[config.mk]
export PLATFORM = sky130hd
export DESIGN_NAME = rvb_wb32
export DESIGN_NICKNAME = d
export VERILOG_FILES = /design/src/rtl/rvb_wb32.sv
export SDC_FILE = /design/constraint.sdc
export NUM_CORES = 1
export LEC_CHECK = 0
export ABC_AREA = 1
export ABC_CLOCK_PERIOD_IN_PS = 5900
export CAP_MARGIN = 5
export CORE_UTILIZATION = 50
export CTS_CLUSTER_DIAMETER = 50
export CTS_CLUSTER_SIZE = 8
export DETAILED_ROUTE_END_ITERATION = 16
export HOLD_SLACK_MARGIN = 0.15
export PLACE_DENSITY = 0.73
export SLEW_MARGIN = 30
export SYNTH_ARGS = -nofsm -noshare
export SYNTH_HDL_FRONTEND = slang
export SYNTH_SLANG_ARGS = --single-unit
[constraint.sdc]
create_clock -name clock -period 5.9 [get_ports clock]
set_input_delay 1.18 -clock clock [delete_from_list [all_inputs] [get_ports clock]]
set_output_delay 1.18 -clock clock [all_outputs]
set_load 0.005 [all_outputs]
[src/rtl/rvb_wb32.sv]
// rvb_wb32: writeback pairing stage behind a Zbb ALU.
// The destination-register tags of accepted instructions are queued in order
// in one FIFO, and the ALU results in a second FIFO. When both queues are
// non-empty, their heads form one writeback pair for the register file.
// Optional feature macro: RVB_WB32_X0_DROP_EN. When it is defined, a pair
// whose tag is x0 is retired silently and is never presented on wb_*.
// Default build (macro undefined): x0 pairs are presented like any other pair.

module rvb_wb32 #(
    parameter int DEPTH = 4
) (
    input  logic                       clock,
    input  logic                       reset,
    input  logic                       tag_push,
    input  logic [4:0]                 tag_rd,
    output logic                       tag_full,
    input  logic                       alu_valid,
    output logic                       alu_ready,
    input  logic [31:0]                alu_rd,
    output logic                       wb_valid,
    input  logic                       wb_ready,
    output logic [4:0]                 wb_addr,
    output logic [31:0]                wb_data,
    output logic [$clog2(DEPTH):0]     tag_count,
    output logic [$clog2(DEPTH):0]     res_count,
    output logic                       err
);

    localparam int AW = $clog2(DEPTH);
    localparam int CW = AW + 1;
    localparam logic [CW-1:0] DEPTH_C = CW'(DEPTH);

    // Storage arrays are not reset; the counts alone decide which slots are live.
    logic [4:0]    tag_mem_q [DEPTH];
    logic [31:0]   res_mem_q [DEPTH];

    logic [AW-1:0] tag_wp_q, tag_wp_d, tag_rp_q, tag_rp_d;
    logic [AW-1:0] res_wp_q, res_wp_d, res_rp_q, res_rp_d;
    logic [CW-1:0] tag_cnt_q, tag_cnt_d, res_cnt_q, res_cnt_d;
    logic          err_q, err_d;

    logic          tag_have_s, res_have_s, pair_s, x0_s;
    logic          tag_space_s, res_space_s;
    logic          tag_wr_s, res_wr_s, pop_s, wb_valid_s;
    logic [4:0]    tag_head_s;
    logic [31:0]   res_head_s;

    // Handshake decode: space and presence come from the registered counts only.
    always_comb begin
        tag_have_s  = (tag_cnt_q != {CW{1'b0}});
        res_have_s  = (res_cnt_q != {CW{1'b0}});
        pair_s      = tag_have_s && res_have_s;
        tag_space_s = (tag_cnt_q != DEPTH_C);
        res_space_s = (res_cnt_q != DEPTH_C);
        tag_head_s  = tag_mem_q[tag_rp_q];
        res_head_s  = res_mem_q[res_rp_q];
`ifdef RVB_WB32_X0_DROP_EN
        x0_s        = pair_s && (tag_head_s == 5'd0);
`else
        x0_s        = 1'b0;
`endif
        wb_valid_s  = pair_s && !x0_s;
        pop_s       = (wb_valid_s && wb_ready) || x0_s;
        tag_wr_s    = tag_push && tag_space_s;
        res_wr_s    = alu_valid && res_space_s;
    end

    // Next-state pointers, occupancy counters, and sticky error.
    always_comb begin
        tag_wp_d = tag_wr_s ? (tag_wp_q + AW'(1)) : tag_wp_q;
        res_wp_d = res_wr_s ? (res_wp_q + AW'(1)) : res_wp_q;
        tag_rp_d = pop_s    ? (tag_rp_q + AW'(1)) : tag_rp_q;
        res_rp_d = pop_s    ? (res_rp_q + AW'(1)) : res_rp_q;

        case ({tag_wr_s, pop_s})
            2'b10:   tag_cnt_d = tag_cnt_q + CW'(1);
            2'b01:   tag_cnt_d = tag_cnt_q - CW'(1);
            default: tag_cnt_d = tag_cnt_q;
        endcase

        case ({res_wr_s, pop_s})
            2'b10:   res_cnt_d = res_cnt_q + CW'(1);
            2'b01:   res_cnt_d = res_cnt_q - CW'(1);
            default: res_cnt_d = res_cnt_q;
        endcase

        // A dropped tag, or a result that has no tag to pair with, is a protocol error.
        err_d = err_q
              | (tag_push && !tag_space_s)
              | (res_wr_s && !tag_have_s && !tag_push);
    end

    // Pointer, count and error state, cleared asynchronously by reset.
    always_ff @(posedge clock or negedge reset) begin
        if (!reset) begin
            tag_wp_q  <= {AW{1'b0}};
            tag_rp_q  <= {AW{1'b0}};
            res_wp_q  <= {AW{1'b0}};
            res_rp_q  <= {AW{1'b0}};
            tag_cnt_q <= {CW{1'b0}};
            res_cnt_q <= {CW{1'b0}};
            err_q     <= 1'b0;
        end else begin
            tag_wp_q  <= tag_wp_d;
            tag_rp_q  <= tag_rp_d;
            res_wp_q  <= res_wp_d;
            res_rp_q  <= res_rp_d;
            tag_cnt_q <= tag_cnt_d;
            res_cnt_q <= res_cnt_d;
            err_q     <= err_d;
        end
    end

    // Queue storage writes: the slot at the write pointer captures the new entry.
    always_ff @(posedge clock) begin
        if (tag_wr_s) begin
            tag_mem_q[tag_wp_q] <= tag_rd;
        end
        if (res_wr_s) begin
            res_mem_q[res_wp_q] <= alu_rd;
        end
    end

    // Output map. The heads are gated to zero while no pair exists, so the
    // unreset storage never shows on wb_*.
    always_comb begin
        tag_full  = !tag_space_s;
        alu_ready = res_space_s;
        wb_valid  = wb_valid_s;
        wb_addr   = pair_s ? tag_head_s : 5'd0;
        wb_data   = pair_s ? res_head_s : 32'd0;
        tag_count = tag_cnt_q;
        res_count = res_cnt_q;
        err       = err_q;
    end

endmodule

After elaboration in Yosys (flattened, before gate mapping)
Memories as Yosys holds them, arrays and structs flattened.
Cells that the tools add are included.
{"block": "op_classes", "n_addsub": 8, "n_mul": 0, "n_div": 0, "magnitude_cmp": 0, "eq_ne": 6, "n_shift": 0, "n_mux": 8, "bitwise": 2, "n_reduce_logical": 14}
{"op": "$mux W32", "n": 1}
{"op": "$pmux W3 S2", "n": 2}
{"op": "$add A2 B1 Y2 const B", "n": 4}
{"op": "$logic_and A1 B1 Y1", "n": 7}
{"op": "$add A3 B1 Y3 const B", "n": 2}
{"op": "$ne A3 B3 Y1 const B", "n": 2}
{"op": "$reduce_bool A3 Y1", "n": 2}
{"op": "$sub A3 B1 Y3 const B", "n": 2}
{"op": "$mux W5", "n": 1}
{"op": "$eq A2 B1 Y1 const B", "n": 2}
{"op": "$eq A2 B2 Y1 const B", "n": 2}
{"op": "$mux W1", "n": 4}
{"op": "$reduce_bool A2 Y1", "n": 2}
{"op": "$logic_not A1 Y1", "n": 3}
{"op": "$or A1 B1 Y1", "n": 2}
{"block": "word_totals", "register_bits": 15, "latchBits": 0, "mem_bits_rw": 148, "mem_bits_ro": 0, "word_cells": 47, "memories": 2}
{"name": "res_mem_q", "depth": 4, "width": 32, "rd": 1, "rd_ports_with_merged_regs": 0, "wr": 1, "line": "35", "rtl": "logic [31:0] res_mem_q [DEPTH];"}
{"name": "tag_mem_q", "depth": 4, "width": 5, "rd": 1, "rd_ports_with_merged_regs": 0, "wr": 1, "line": "34", "rtl": "logic [4:0] tag_mem_q [DEPTH];"}

Longest topological paths before layout
Gate-level depths: netlist (run 1).
{"block": "logic_depth", "ltp_word": 5, "mapped_depth": 11, "depth_no_buf": 11}

Worst setup path before layout (run 1)
No wires, ideal clock.
{"block": "synth_timing", "kind": "input -> register", "startpoint": "input alu_valid", "endpoint": "memory res_mem_q[0][0] (enable)", "t_arrival_ns": 2.657, "required_ns": 5.479, "slack_ns": 2.822, "stages": 2, "cell_sequence": "nand2_2 > nor2_1"}
{"block": "synth_via", "elab_chain_cells": 3}
{"item": "start, declared", "line": "17", "rtl": "input logic alu_valid,"}
{"item": "$logic_and A1 B1 Y1", "line": "65", "rtl": "res_wr_s = alu_valid && res_space_s;"}
{"item": "$mux W1", "line": "119", "rtl": "if (res_wr_s) begin"}
{"item": "$mux W1 (not written as such)", "line": "120", "rtl": "res_mem_q[res_wp_q] <= alu_rd;"}
{"item": "end, declared", "line": "35"}
No other way between the ends.

Worst setup path in the final report (run 1)
{"block": "layout_timing", "startpoint": "register res_rp_q[0]", "endpoint": "output wb_data[19]"}
{"block": "layout_via", "elab_chain_cells": 2}
{"item": "start, declared", "line": "38", "rtl": "logic [AW-1:0] res_wp_q, res_wp_d, res_rp_q, res_rp_d;"}
{"item": "start signal, assigned", "line": "99", "rtl": "res_rp_q <= {AW{1'b0}};"}
{"item": "start signal, assigned", "line": "107", "rtl": "res_rp_q <= res_rp_d;"}
{"item": "$mem_v2 Z4 W32"}
{"item": "$mux W32", "line": "131", "rtl": "wb_data = pair_s ? res_head_s : 32'd0;"}
{"item": "end, declared", "line": "23", "rtl": "output logic [31:0] wb_data,"}
No other way between the ends.

==> results of run 1 <==
power by group through the flow:
stage | Clock [W] | Combinational, W | Sequential [W]
after floorplan | 0 | 0.00112 | 0.00164
after global placement | 0 | 0.00185 | 0.00165
after detailed placement | 0 | 0.00195 | 0.00167
after CTS | 0.00114 | 0.00197 | 0.00164
after global routing | 0.00119 | 0.00215 | 0.00167
final | 0.00113 | 0.00195 | 0.00165
cell type report:
class | count | area (um2) | area share (%)
clock buffer | 17 | 425.4 | 4.801
clock inverter | 15 | 190.2 | 2.146
inverter | 109 | 411.6 | 4.646
multi-input combinational | 372 | 1782 | 20.11
sequential | 163 | 4821 | 54.41
tap | 180 | 225.2 | 2.542
timing repair buffer | 94 | 1006 | 11.35
logic make-up (layout without fill, tap and decap cells):
logic type      after synthesis  after routing  share of synthesized area [%]
simple gates                317            317                          17.90
flops                       163            163                          67.41
buf+inv                     136            235                          8.155
compound gates               39             39                          3.728
fa+ha+maj                    12             12                          2.310
xor+xnor                      4              4                         0.4901
stage by stage:
stage	instance area (um2)	worst slack, ps	util (%)	hold WS, ps
4_1_cts	8861	2255	63.59	550.2
3_3_place_gp	8128	2453	58.33	505.4
6_report	8861	2269	63.59	548.7
5_1_grt	8861	2154	63.59	575.0
2_1_floorplan	7149	2822	-	492.3
3_5_place_dp	8245	2713	59.17	535.9
critical path: stages, from the launching register on:
cell and delay [ps]:
sky130_fd_sc_hd__dfrtp_2 380, sky130_fd_sc_hd__buf_4 570, sky130_fd_sc_hd__nand2_1 130, sky130_fd_sc_hd__nand2_1 100
sky130_fd_sc_hd__nand2_1 50, sky130_fd_sc_hd__a21oi_1 210, sky130_fd_sc_hd__clkdlybuf4s50_1 550
path summary, 6_finish.rpt:
path	slack [ps]	startpoint	cells past startpoint	to
worst min register to register	550	tag_wp_q[1]	2	tag_wp_q[1]
min in group asynchronous	1170	reset	1	tag_count[0]
worst max register to register	3770	tag_count[0]	9	tag_count[2]
max in group asynchronous	4240	reset	1	res_rp_q[0]
worst min-delay path	550	tag_wp_q[1]	2	tag_wp_q[1]
worst max-delay path	2270	res_rp_q[0]	6	wb_data[19]
routing by layer:
metal	global-route usage [%]	part of all wire (%)
met5	0	0
met3	4.728	6.4
met4	9.877	1.8
met2	36.15	50
met1	26.52	42
placed cells by master, fill, tap and decap left out:
| master | count |
|---|---|
| sky130_fd_sc_hd__nand2_1 | 251 |
| sky130_fd_sc_hd__edfxtp_1 | 148 |
| sky130_fd_sc_hd__inv_1 | 99 |
| sky130_fd_sc_hd__clkdlybuf4s50_1 | 88 |
| sky130_fd_sc_hd__nand3_1 | 45 |
| sky130_fd_sc_hd__a21oi_2 | 19 |
| sky130_fd_sc_hd__a21oi_1 | 18 |
| sky130_fd_sc_hd__clkbuf_16 | 17 |
| sky130_fd_sc_hd__dfrtp_1 | 14 |
| sky130_fd_sc_hd__ha_1 | 10 |
| sky130_fd_sc_hd__inv_2 | 8 |
| sky130_fd_sc_hd__nand4_1 | 6 |
| sky130_fd_sc_hd__nor2_1 | 5 |
| sky130_fd_sc_hd__clkinvlp_4 | 5 |
| sky130_fd_sc_hd__nor2_4 | 4 |
| sky130_fd_sc_hd__clkinv_2 | 4 |
| sky130_fd_sc_hd__bufinv_16 | 4 |
| sky130_fd_sc_hd__buf_16 | 4 |
| sky130_fd_sc_hd__nand2_2 | 2 |
| sky130_fd_sc_hd__o21ai_0 | 2 |
| sky130_fd_sc_hd__xnor2_1 | 2 |
| sky130_fd_sc_hd__xor2_1 | 2 |
| sky130_fd_sc_hd__clkinv_1 | 2 |
| sky130_fd_sc_hd__fa_1 | 2 |
| sky130_fd_sc_hd__buf_4 | 2 |
| sky130_fd_sc_hd__nand3_2 | 1 |
| sky130_fd_sc_hd__nor2_2 | 1 |
| sky130_fd_sc_hd__nand2_4 | 1 |
| sky130_fd_sc_hd__inv_4 | 1 |
| sky130_fd_sc_hd__or2_1 | 1 |
| sky130_fd_sc_hd__clkinv_4 | 1 |
| sky130_fd_sc_hd__dfrtp_2 | 1 |
registers in the layout, summed over array words and instances, names as in the netlist:
signal and cells:
res_mem_q 128, tag_mem_q 20, res_count 3, tag_count 3
res_rp_q 2, res_wp_q 2, tag_rp_q 2, tag_wp_q 2
err 1
==> insert_results.sql, run 1 <==
INSERT INTO impl_metrics (metric_group, metric, value, unit) VALUES
('logic_synthesis', 'yosys_most_used_dff', 'sky130_fd_sc_hd__edfxtp_1', ''),
('grt', 'grt_overflow_total', '0', ''),
('sta', 'finalCriticalPeriod', '3631', 'ps'),
('clocking', 'clk_root_buffer_cell', 'sky130_fd_sc_hd__clkbuf_16', ''),
('sta', 'final_worst_path_cycle_share', '61.54', '%'),
('sta', 'setup_tns', '0', 'ps'),
('final_layout', 'post_route_cells_drive_above_1_share', '9.740', '%'),
('place', 'place_inst', '918', ''),
('run', 'cap_violations', '0', ''),
('routing', 'via_to_cell_ratio', '5.121', ''),
('logic_synthesis', 'synth.yosys.warnings', '0', ''),
('final_layout', 'finalNetCount', '811', ''),
('floorplan', 'die_boundary_height', '121.6', 'um'),
('routing', 'detail_route.drc_violations', '0', ''),
('logic_synthesis', 'most_frequent_cells_after_synthesis', 'sky130_fd_sc_hd__nand2_1, sky130_fd_sc_hd__edfxtp_1, sky130_fd_sc_hd__inv_1, sky130_fd_sc_hd__nand3_1, sky130_fd_sc_hd__a21oi_2', ''),
('routing', 'drt_first_pass_iters', '5', ''),
('power_and_ir_drop', 'totalPowerFinal', '0.004733', 'W'),
('sta', 'worst-slew-pin-transition', '765.3', 'ps'),
('power_and_ir_drop', 'power_switching_share', '34.90', '%'),
('final_layout', 'fillCellCount', '1046', ''),
('grt', 'via_count_of_the_first_global_routing_pass', '4767', ''),
('logic_synthesis', 'seq_area_frac_synth', '67.41', '%'),
('clocking', 'postCtsSetupBuffers', '0', ''),
('grt', 'grt_first_pass_wirelength', '23.37', 'mm'),
('sta', 'drv_slew', '0', ''),
('floorplan', 'core_region_area', '13930', 'um2'),
('logic_synthesis', 'synth_area_leader_cell', 'sky130_fd_sc_hd__edfxtp_1', ''),
('logic_synthesis', 'synth-seq-cells', '163', ''),
('sta', 'timing.clock.skew', '9.619', 'ps'),
('routing', 'vias', '4865', ''),
('logic_synthesis', 'synth.most_common_cell', 'sky130_fd_sc_hd__nand2_1', ''),
('status', 'status', 'finished, final reports clean', ''),
('final_layout', 'layout.cells.non_filler', '950', ''),
('sta', 'unrepaired_setup_endpoints_after_global_routing', 'false', ''),
('clocking', 'cts_hold_buf', '0', ''),
('worst_setup_path', 'critPathRequiredTime', '4720', 'ps'),
('logic_synthesis', 'netlist-cell-type-count', '24', ''),
('final_layout', 'diodes', '0', ''),
('grt', 'number_of_antenna_violations_at_the_first_check_in_global_routing', '0', ''),
('logic_synthesis', 'mean_syn_cell_area', '10.65', 'um2'),
('floorplan', 'floorplan.die_area', '14780', 'um2'),
('clocking', 'ctsHtreeMaxLevel', '4', ''),
('power_and_ir_drop', 'peakVddDrop', '0.0003923', 'V'),
('grt', 'track_usage', '21.48', '%'),
('power_and_ir_drop', 'switching_power', '0.001652', 'W'),
('logic_synthesis', 'synth_top_area_share', '62.16', '%'),
('logic_synthesis', 'synth_async_sr_flop_share', '9.202', '%'),
('logic_synthesis', 'netlist_area', '7149', 'um2'),
('routing', 'drt-initial-drc-count', '307', ''),
('power_and_ir_drop', 'power_density', '534.1', 'nW/um2'),
('clocking', 'tritoncts_num_sinks', '163', ''),
('logic_synthesis', 'synth_enable_flop_cells', '148', ''),
('grt', 'grt_start_max_net_pins', '67', ''),
('worst_setup_path', 'worstSetupEndpointType', 'output pin', ''),
('sta', 'fmax', '0.2754', 'GHz'),
('final_layout', 'area_delta_synth_final', '23.94', '%'),
('power_and_ir_drop', 'power_report.internal_total', '0.003081', 'W'),
('power_and_ir_drop', 'clkPwrFrac', '24.0', '%'),
('worst_setup_path', 'start_kind', 'register', ''),
('clocking', 'worst_skew_pair.late_latency', '420', 'ps'),
('place', 'placement.io_buffers', '88', ''),
('sta', 'final_hold_viol_count', '0', ''),
('clocking', 'clk_pin_slew_worst_paths', '60', 'ps'),
('floorplan', 'row_count', '43', ''),
('place', 'finalWeightedCongestion', '0.8045', ''),
('routing', 'routed_wl', '14.92', 'mm'),
('floorplan', 'chipWidth', '121.6', 'um'),
('clocking', 'post_cts_resize_count', '0', ''),
('worst_setup_path', 'timing.setup.critical_path_class', 'register to output pin', ''),
('power_and_ir_drop', 'sequentialPowerShare', '34.8', '%'),
('worst_setup_path', 'crit_arrival', '2450', 'ps');
(Power assumes the default switching activity.)
==> run 2: changes to the inputs <==
Settings changed: ABC_CLOCK_PERIOD_IN_PS 5900 to 3500.
Clock period 5.9 ns to 3.5 ns, I/O delays scaled along.
==> run 2 against run 1 <==
- sequential power grew 67%
- clock skew grew 4.7 ps
- sequential cell count is the same
- first-iteration DRC count grew 28%
- critical path depth grew 1
- clock-buffer cell count grew 8
- combinational power grew 67%
- utilization shrank 0.93 points
- wire length shrank 3.3%
- final cell count grew 0.21%
- via count shrank 2.0%
- non-clock buffer count grew 2
- largest cell class unchanged
==> insert_results.sql, run 2 (synthesis gave the netlist of run 1 again) <==
INSERT INTO impl_metrics (metric_group, metric, value, unit) VALUES
('clocking', 'cts_inserted_buffers', '17', ''),
('final_layout', 'largest_reg_flops', '128', ''),
('final_layout', 'diodes', '0', ''),
('worst_setup_path', 'cpPeakStageDelay', '530', 'ps'),
('power_and_ir_drop', 'peakVddDrop', '0.0005593', 'V'),
('worst_setup_path', 'critical_path.max_fanout', '44', ''),
('final_layout', 'layout_top_registers', 'res_mem_q: 128 flops, tag_mem_q: 20 flops', ''),
('final_layout', 'layout.cells.non_filler', '952', ''),
('worst_setup_path', 'worstSetupEndpointType', 'output pin', ''),
('routing', 'drt-wirelength-per-cell', '15.16', 'um'),
('grt', 'number_of_antenna_violations_at_the_first_check_in_global_routing', '0', ''),
('final_layout', 'layout_common_cells', 'sky130_fd_sc_hd__nand2_1, sky130_fd_sc_hd__edfxtp_1, sky130_fd_sc_hd__inv_1', ''),
('sta', 'setup_tns', '0', 'ps'),
('floorplan', 'initial_core_util', '51.31', '%'),
('hold_path', 'hold_class', 'register to register', ''),
('floorplan', 'ios', '89', ''),
('final_layout', 'final-seq-area', '4821', 'um2'),
('final_layout', 'layout.cells.most_common', 'sky130_fd_sc_hd__nand2_1', ''),
('sta', 'slew_headroom', '51.64', '%'),
('grt', 'grt_first_pass_wirelength', '23.20', 'mm'),
('clocking', 'worst_skew_pair.late_latency', '420', 'ps'),
('routing', 'drt-initial-drc-count', '392', ''),
('floorplan', 'row_count', '43', ''),
('sta', 'timing.clock.skew', '14.34', 'ps'),
('clocking', 'number_of_buffers_on_the_longest_clock_path', '2', ''),
('place', 'finalWeightedCongestion', '0.7380', ''),
('worst_setup_path', 'critical-path-top-cell-by-count', 'sky130_fd_sc_hd__nand2_1', ''),
('routing', 'routed_wl', '14.43', 'mm'),
('final_layout', 'post_route_cells_drive_above_1_share', '9.067', '%'),
('grt', 'track_usage', '21.03', '%'),
('routing', 'via_to_cell_ratio', '5.007', ''),
('final_layout', 'fillCellCount', '1061', ''),
('sta', 'drv_slew', '0', ''),
('sta', 'setup_viol', '0', ''),
('grt', 'via_count_of_the_first_global_routing_pass', '4694', ''),
('place', 'place_inst', '920', ''),
('grt', 'grt_start_max_net_pins', '67', ''),
('floorplan', 'chipWidth', '121.6', 'um'),
('power_and_ir_drop', 'leakage', '3.672', 'nW'),
('worst_setup_path', 'crit_arrival', '2340', 'ps'),
('floorplan', 'die_boundary_height', '121.6', 'um'),
('grt', 'grt_overflow_total', '0', ''),
('worst_setup_path', 'start_kind', 'register', ''),
('clocking', 'cts_hold_buf', '0', ''),
('sta', 'final_worst_path_cycle_share', '86.99', '%'),
('clocking', 'clk_pin_slew_worst_paths', '60', 'ps'),
('sta', 'worst-slew-pin-transition', '724.4', 'ps'),
('status', 'status', 'finished, final reports clean', ''),
('final_layout', 'finalNetCount', '813', ''),
('sta', 'fmax', '0.3285', 'GHz'),
('routing', 'vias', '4767', ''),
('power_and_ir_drop', 'power_density', '881.7', 'nW/um2'),
('clocking', 'postCtsSetupBuffers', '0', ''),
('worst_setup_path', 'cp.buffers_inverters', '3', ''),
('worst_setup_path', 'worst_path_dominant_cell_family', 'buffers and inverters', ''),
('run', 'cap_violations', '0', ''),
('worst_setup_path', 'timing.setup.critical_path_class', 'register to output pin', ''),
('clocking', 'post_cts_resize_count', '0', ''),
('clocking', 'ctsHtreeMaxLevel', '4', ''),
('worst_setup_path', 'crit_slowest_cell', 'sky130_fd_sc_hd__clkdlybuf4s50_1', ''),
('clocking', 'tritoncts_num_sinks', '163', ''),
('final_layout', 'multi_input_comb_area', '1777', 'um2'),
('place', 'hpwl', '8.480', 'mm'),
('sta', 'finalCriticalPeriod', '3045', 'ps'),
('final_layout', 'area_delta_synth_final', '22.12', '%'),
('worst_setup_path', 'crit_path_cell_trace', 'inv_2, buf_12, nand2_1, nand2_1, nand2_1, a21oi_1, clkdlybuf4s50_1', ''),
('floorplan', 'floorplan.die_area', '14780', 'um2'),
('floorplan', 'core_region_area', '13930', 'um2'),
('worst_setup_path', 'critPathRequiredTime', '2800', 'ps'),
('sta', 'final_hold_viol_count', '0', ''),
('routing', 'detail_route.drc_violations', '0', ''),
('routing', 'drt_first_pass_iters', '5', ''),
('final_layout', 'regMostFlops', 'res_mem_q', ''),
('clocking', 'clk_root_buffer_cell', 'sky130_fd_sc_hd__clkbuf_16', ''),
('sta', 'worst_slack_on_hold_paths', '533.0', 'ps'),
('clocking', 'tritoncts', 'done', ''),
('routing', 'drtAntennaViolNets', '0', ''),
('place', 'placement.io_buffers', '88', ''),
('sta', 'unrepaired_setup_endpoints_after_global_routing', 'false', '');
-- run 2: per-layer routing --
metal / GRT usage (%) / wire [um] / vias up
met5: 0 / 0 / -
met3: 5.384 / 778 / 10
met2: 35.65 / 7337 / 135
li1: - / - / 2331
met4: 7.407 / 136 / 0
met1: 26.12 / 6178 / 2291
-- run 2: path summary, 6_finish.rpt --
kind / start / endpoint / slack [ps] / cells past startpoint
max: res_rp_q[0] / wb_data[21] / 460 / 7
min: tag_wp_q[1] / tag_wp_q[1] / 530 / 2
max reg2reg: res_count[1] / res_count[2] / 1370 / 10
min reg2reg: tag_wp_q[1] / tag_wp_q[1] / 530 / 2
max in group asynchronous: reset / res_rp_q[0] / 2300 / 1
min in group asynchronous: reset / res_count[0] / 700 / 1
-- run 2: layout make-up --
cell class                 instances  area share (%)
sequential                       163           55.22
multi-input combinational        372           20.35
timing repair buffer              96           11.06
clock buffer                      25           5.446
inverter                         109           4.686
tap                              180           2.580
clock inverter                     7          0.6592
-- run 2: power by group --
part	total [W]	internal (W)	switching, W
registers	0.00276	0.00259	0.000175
logic	0.00326	0.00142	0.00184
clock network	0.00168	0.00101	0.000670
total	0.00770	0.00502	0.00268
-- run 2: metrics by stage --
stage,power [W],cell area [um2],setup slack (ps),utilization [%]
global route,0.008210,8731,216.2,62.66
global placement,0.005979,8198,896.1,58.83
detailed placement,0.006071,8198,863.3,58.83
floorplan,0.004658,7149,901.8,-
CTS,0.007769,8731,418.2,62.66
finish,0.007698,8731,455.5,62.66
-- run 2: worst register-to-register path, stage by stage, from the launching register on --
cell and delay [ps]:
sky130_fd_sc_hd__dfrtp_1 410, sky130_fd_sc_hd__nor2_2 150, sky130_fd_sc_hd__nand2_1 90, sky130_fd_sc_hd__nand2_2 270, sky130_fd_sc_hd__ha_1 210, sky130_fd_sc_hd__inv_1 70, sky130_fd_sc_hd__fa_1 400, sky130_fd_sc_hd__or2_1 260
sky130_fd_sc_hd__nand3_1 70, sky130_fd_sc_hd__nand2_1 60, sky130_fd_sc_hd__nand2_1 70
==> run 3: changes to the inputs <==
Settings changed: MAX_ROUTING_LAYER set to met4.
==> run 3 against run 2 <==
- clock-buffer cell count unchanged
- clock skew shrank 5.3 ps
- global-route usage rose by 0.65 points
- sequential cell count stayed put
- non-clock buffer count is the same
- critical path type unchanged
- largest cell class unchanged
==> insert_results.sql, run 3 (synthesis gave the netlist of run 1 again) <==
INSERT INTO impl_metrics (metric_group, metric, value, unit) VALUES
('status', 'status', 'finished, final reports clean', ''),
('grt', 'via_count_of_the_first_global_routing_pass', '4688', ''),
('clocking', 'ctsHtreeMaxLevel', '4', ''),
('worst_setup_path', 'critical_path.max_fanout', '30', ''),
('floorplan', 'chipWidth', '121.6', 'um'),
('final_layout', 'regMostFlops', 'res_mem_q', ''),
('place', 'hpwl', '8.480', 'mm'),
('worst_setup_path', 'crit_arrival', '2350', 'ps'),
('final_layout', 'post_route_cells_drive_above_1_share', '9.067', '%'),
('place', 'placement.io_buffers', '88', ''),
('run', 'cap_violations', '0', ''),
('final_layout', 'diodes', '0', ''),
('sta', 'unrepaired_setup_endpoints_after_global_routing', 'false', ''),
('power_and_ir_drop', 'clkPwrFrac', '21.8', '%'),
('sta', 'timing.clock.skew', '9.077', 'ps'),
('final_layout', 'layout.cells.most_common', 'sky130_fd_sc_hd__nand2_1', ''),
('clocking', 'tritoncts', 'done', ''),
('sta', 'worst-slew-pin-transition', '715.6', 'ps'),
('power_and_ir_drop', 'switching_power', '0.002687', 'W'),
('final_layout', 'layout_top_registers', 'res_mem_q: 128 flops, tag_mem_q: 20 flops', ''),
('worst_setup_path', 'start_kind', 'register', ''),
('worst_setup_path', 'crit_slowest_cell', 'sky130_fd_sc_hd__clkdlybuf4s50_1', ''),
('clocking', 'clk_root_buffer_cell', 'sky130_fd_sc_hd__clkbuf_16', ''),
('floorplan', 'core_region_area', '13930', 'um2'),
('grt', 'grt_first_pass_wirelength', '23.20', 'mm'),
('power_and_ir_drop', 'power_switching_share', '34.88', '%'),
('routing', 'detail_route.drc_violations', '0', ''),
('sta', 'setup_viol', '0', ''),
('grt', 'number_of_antenna_violations_at_the_first_check_in_global_routing', '0', ''),
('routing', 'drt_first_pass_iters', '5', ''),
('clocking', 'cts_inserted_buffers', '17', ''),
('final_layout', 'layout.cells.non_filler', '952', ''),
('final_layout', 'finish.utilization', '62.66', '%'),
('power_and_ir_drop', 'sequentialPowerShare', '35.9', '%'),
('floorplan', 'initial_core_util', '51.31', '%'),
('place', 'place_inst', '920', ''),
('power_and_ir_drop', 'leakage', '3.672', 'nW'),
('clocking', 'postCtsSetupBuffers', '0', ''),
('clocking', 'tritoncts_num_sinks', '163', ''),
('grt', 'grt_overflow_total', '0', ''),
('grt', 'track_usage', '21.68', '%'),
('grt', 'grt_start_max_net_pins', '67', ''),
('power_and_ir_drop', 'pwr-share-comb', '42.3', '%'),
('sta', 'finalCriticalPeriod', '3049', 'ps'),
('final_layout', 'finalNetCount', '813', ''),
('floorplan', 'floorplan.die_area', '14780', 'um2'),
('routing', 'drt-initial-drc-count', '391', ''),
('clocking', 'worst_skew_pair.late_latency', '420', 'ps'),
('routing', 'drtAntennaViolNets', '0', ''),
('routing', 'drt-wirelength-per-cell', '15.18', 'um'),
('worst_setup_path', 'cpPeakStageDelay', '530', 'ps'),
('floorplan', 'ios', '89', ''),
('worst_setup_path', 'worstSetupEndpointType', 'output pin', ''),
('final_layout', 'layout_common_cells', 'sky130_fd_sc_hd__nand2_1, sky130_fd_sc_hd__edfxtp_1, sky130_fd_sc_hd__inv_1', ''),
('floorplan', 'die_boundary_height', '121.6', 'um'),
('final_layout', 'area_delta_synth_final', '22.12', '%'),
('clocking', 'clk_pin_slew_worst_paths', '60', 'ps'),
('routing', 'vias', '4781', ''),
('clocking', 'cts_hold_buf', '0', ''),
('worst_setup_path', 'worst-r2r-setup-slack', '1370', 'ps'),
('hold_path', 'hold_class', 'register to register', ''),
('place', 'finalWeightedCongestion', '0.7471', ''),
('sta', 'fmax', '0.3280', 'GHz'),
('routing', 'via_to_cell_ratio', '5.022', ''),
('sta', 'final_worst_path_cycle_share', '87.11', '%'),
('power_and_ir_drop', 'totalPowerFinal', '0.007703', 'W'),
('sta', 'setup_tns', '0', 'ps'),
('power_and_ir_drop', 'power_report.internal_total', '0.005017', 'W'),
('sta', 'drv_slew', '0', ''),
('floorplan', 'row_count', '43', ''),
('worst_setup_path', 'critPathRequiredTime', '2800', 'ps'),
('worst_setup_path', 'crit_path_cell_trace', 'inv_2, nand3_2, nand2_2, buf_12, a21oi_1, clkdlybuf4s50_1', ''),
('sta', 'slew_headroom', '52.22', '%'),
('sta', 'postLayoutSetupSlackWorst', '451.3', 'ps'),
('power_and_ir_drop', 'peakVddDrop', '0.0005604', 'V'),
('clocking', 'number_of_buffers_on_the_longest_clock_path', '2', ''),
('power_and_ir_drop', 'power_density', '882.3', 'nW/um2'),
('routing', 'routed_wl', '14.45', 'mm'),
('clocking', 'post_cts_resize_count', '0', ''),
('sta', 'final_hold_viol_count', '0', ''),
('final_layout', 'largest_reg_flops', '128', ''),
('worst_setup_path', 'timing.setup.critical_path_class', 'register to output pin', ''),
('place', 'dpl_worst_slack', '863.3', 'ps');
[run 3: final timing paths]
path                              startpoint      endpoint  cells past startpoint
max in group asynchronous              reset   res_rp_q[0]                      1
worst max register to register  res_count[1]  res_count[2]                     10
worst min-delay path             tag_wp_q[1]   tag_wp_q[1]                      2
worst min register to register   tag_wp_q[1]   tag_wp_q[1]                      2
min in group asynchronous              reset           err                      1
worst max-delay path            tag_count[0]   wb_data[20]                      6
[run 3: area by class of cell]
cell class / count / area, um2
clock buffers: 25 / 475.5
clock inverters: 7 / 57.56
fillers: 1061 / 5204
inverters: 109 / 409.1
multi-input cells: 372 / 1777
flip-flops and latches: 163 / 4821
well taps: 180 / 225.2
repair buffers: 96 / 965.9
[run 3: power by group through the flow]
stage / logic [W] / registers, W / clock network, W
6_report: 0.00326 / 0.00276 / 0.00168
5_1_grt: 0.00362 / 0.00281 / 0.00178
4_1_cts: 0.00330 / 0.00277 / 0.00171
3_5_place_dp: 0.00327 / 0.00281 / 0
3_3_place_gp: 0.00319 / 0.00278 / 0
2_1_floorplan: 0.00189 / 0.00277 / 0
[run 3: layer usage]
metal	global-route usage [%]	wire, um	vias to the layer above
met5	-	0	-
met4	7.407	167	0
met3	5.056	737	13
met2	35.44	7287	127
met1	26.53	6260	2316
li1	-	-	2325
[run 3: through the flow]
step                      instance area [um2]  hold WS (ps)
after global placement                   8198         511.7
final                                    8731         537.9
after floorplan                          7149         404.4
after CTS                                8731         539.9
after detailed placement                 8198         528.2
after global routing                     8731         562.5
[run 3: critical path: cells and delay by family, from the launching register on]
kind	cells	cell delay, ps
compound gates	1	180
buf+inv	3	890
flops	1	450
simple gates	2	420
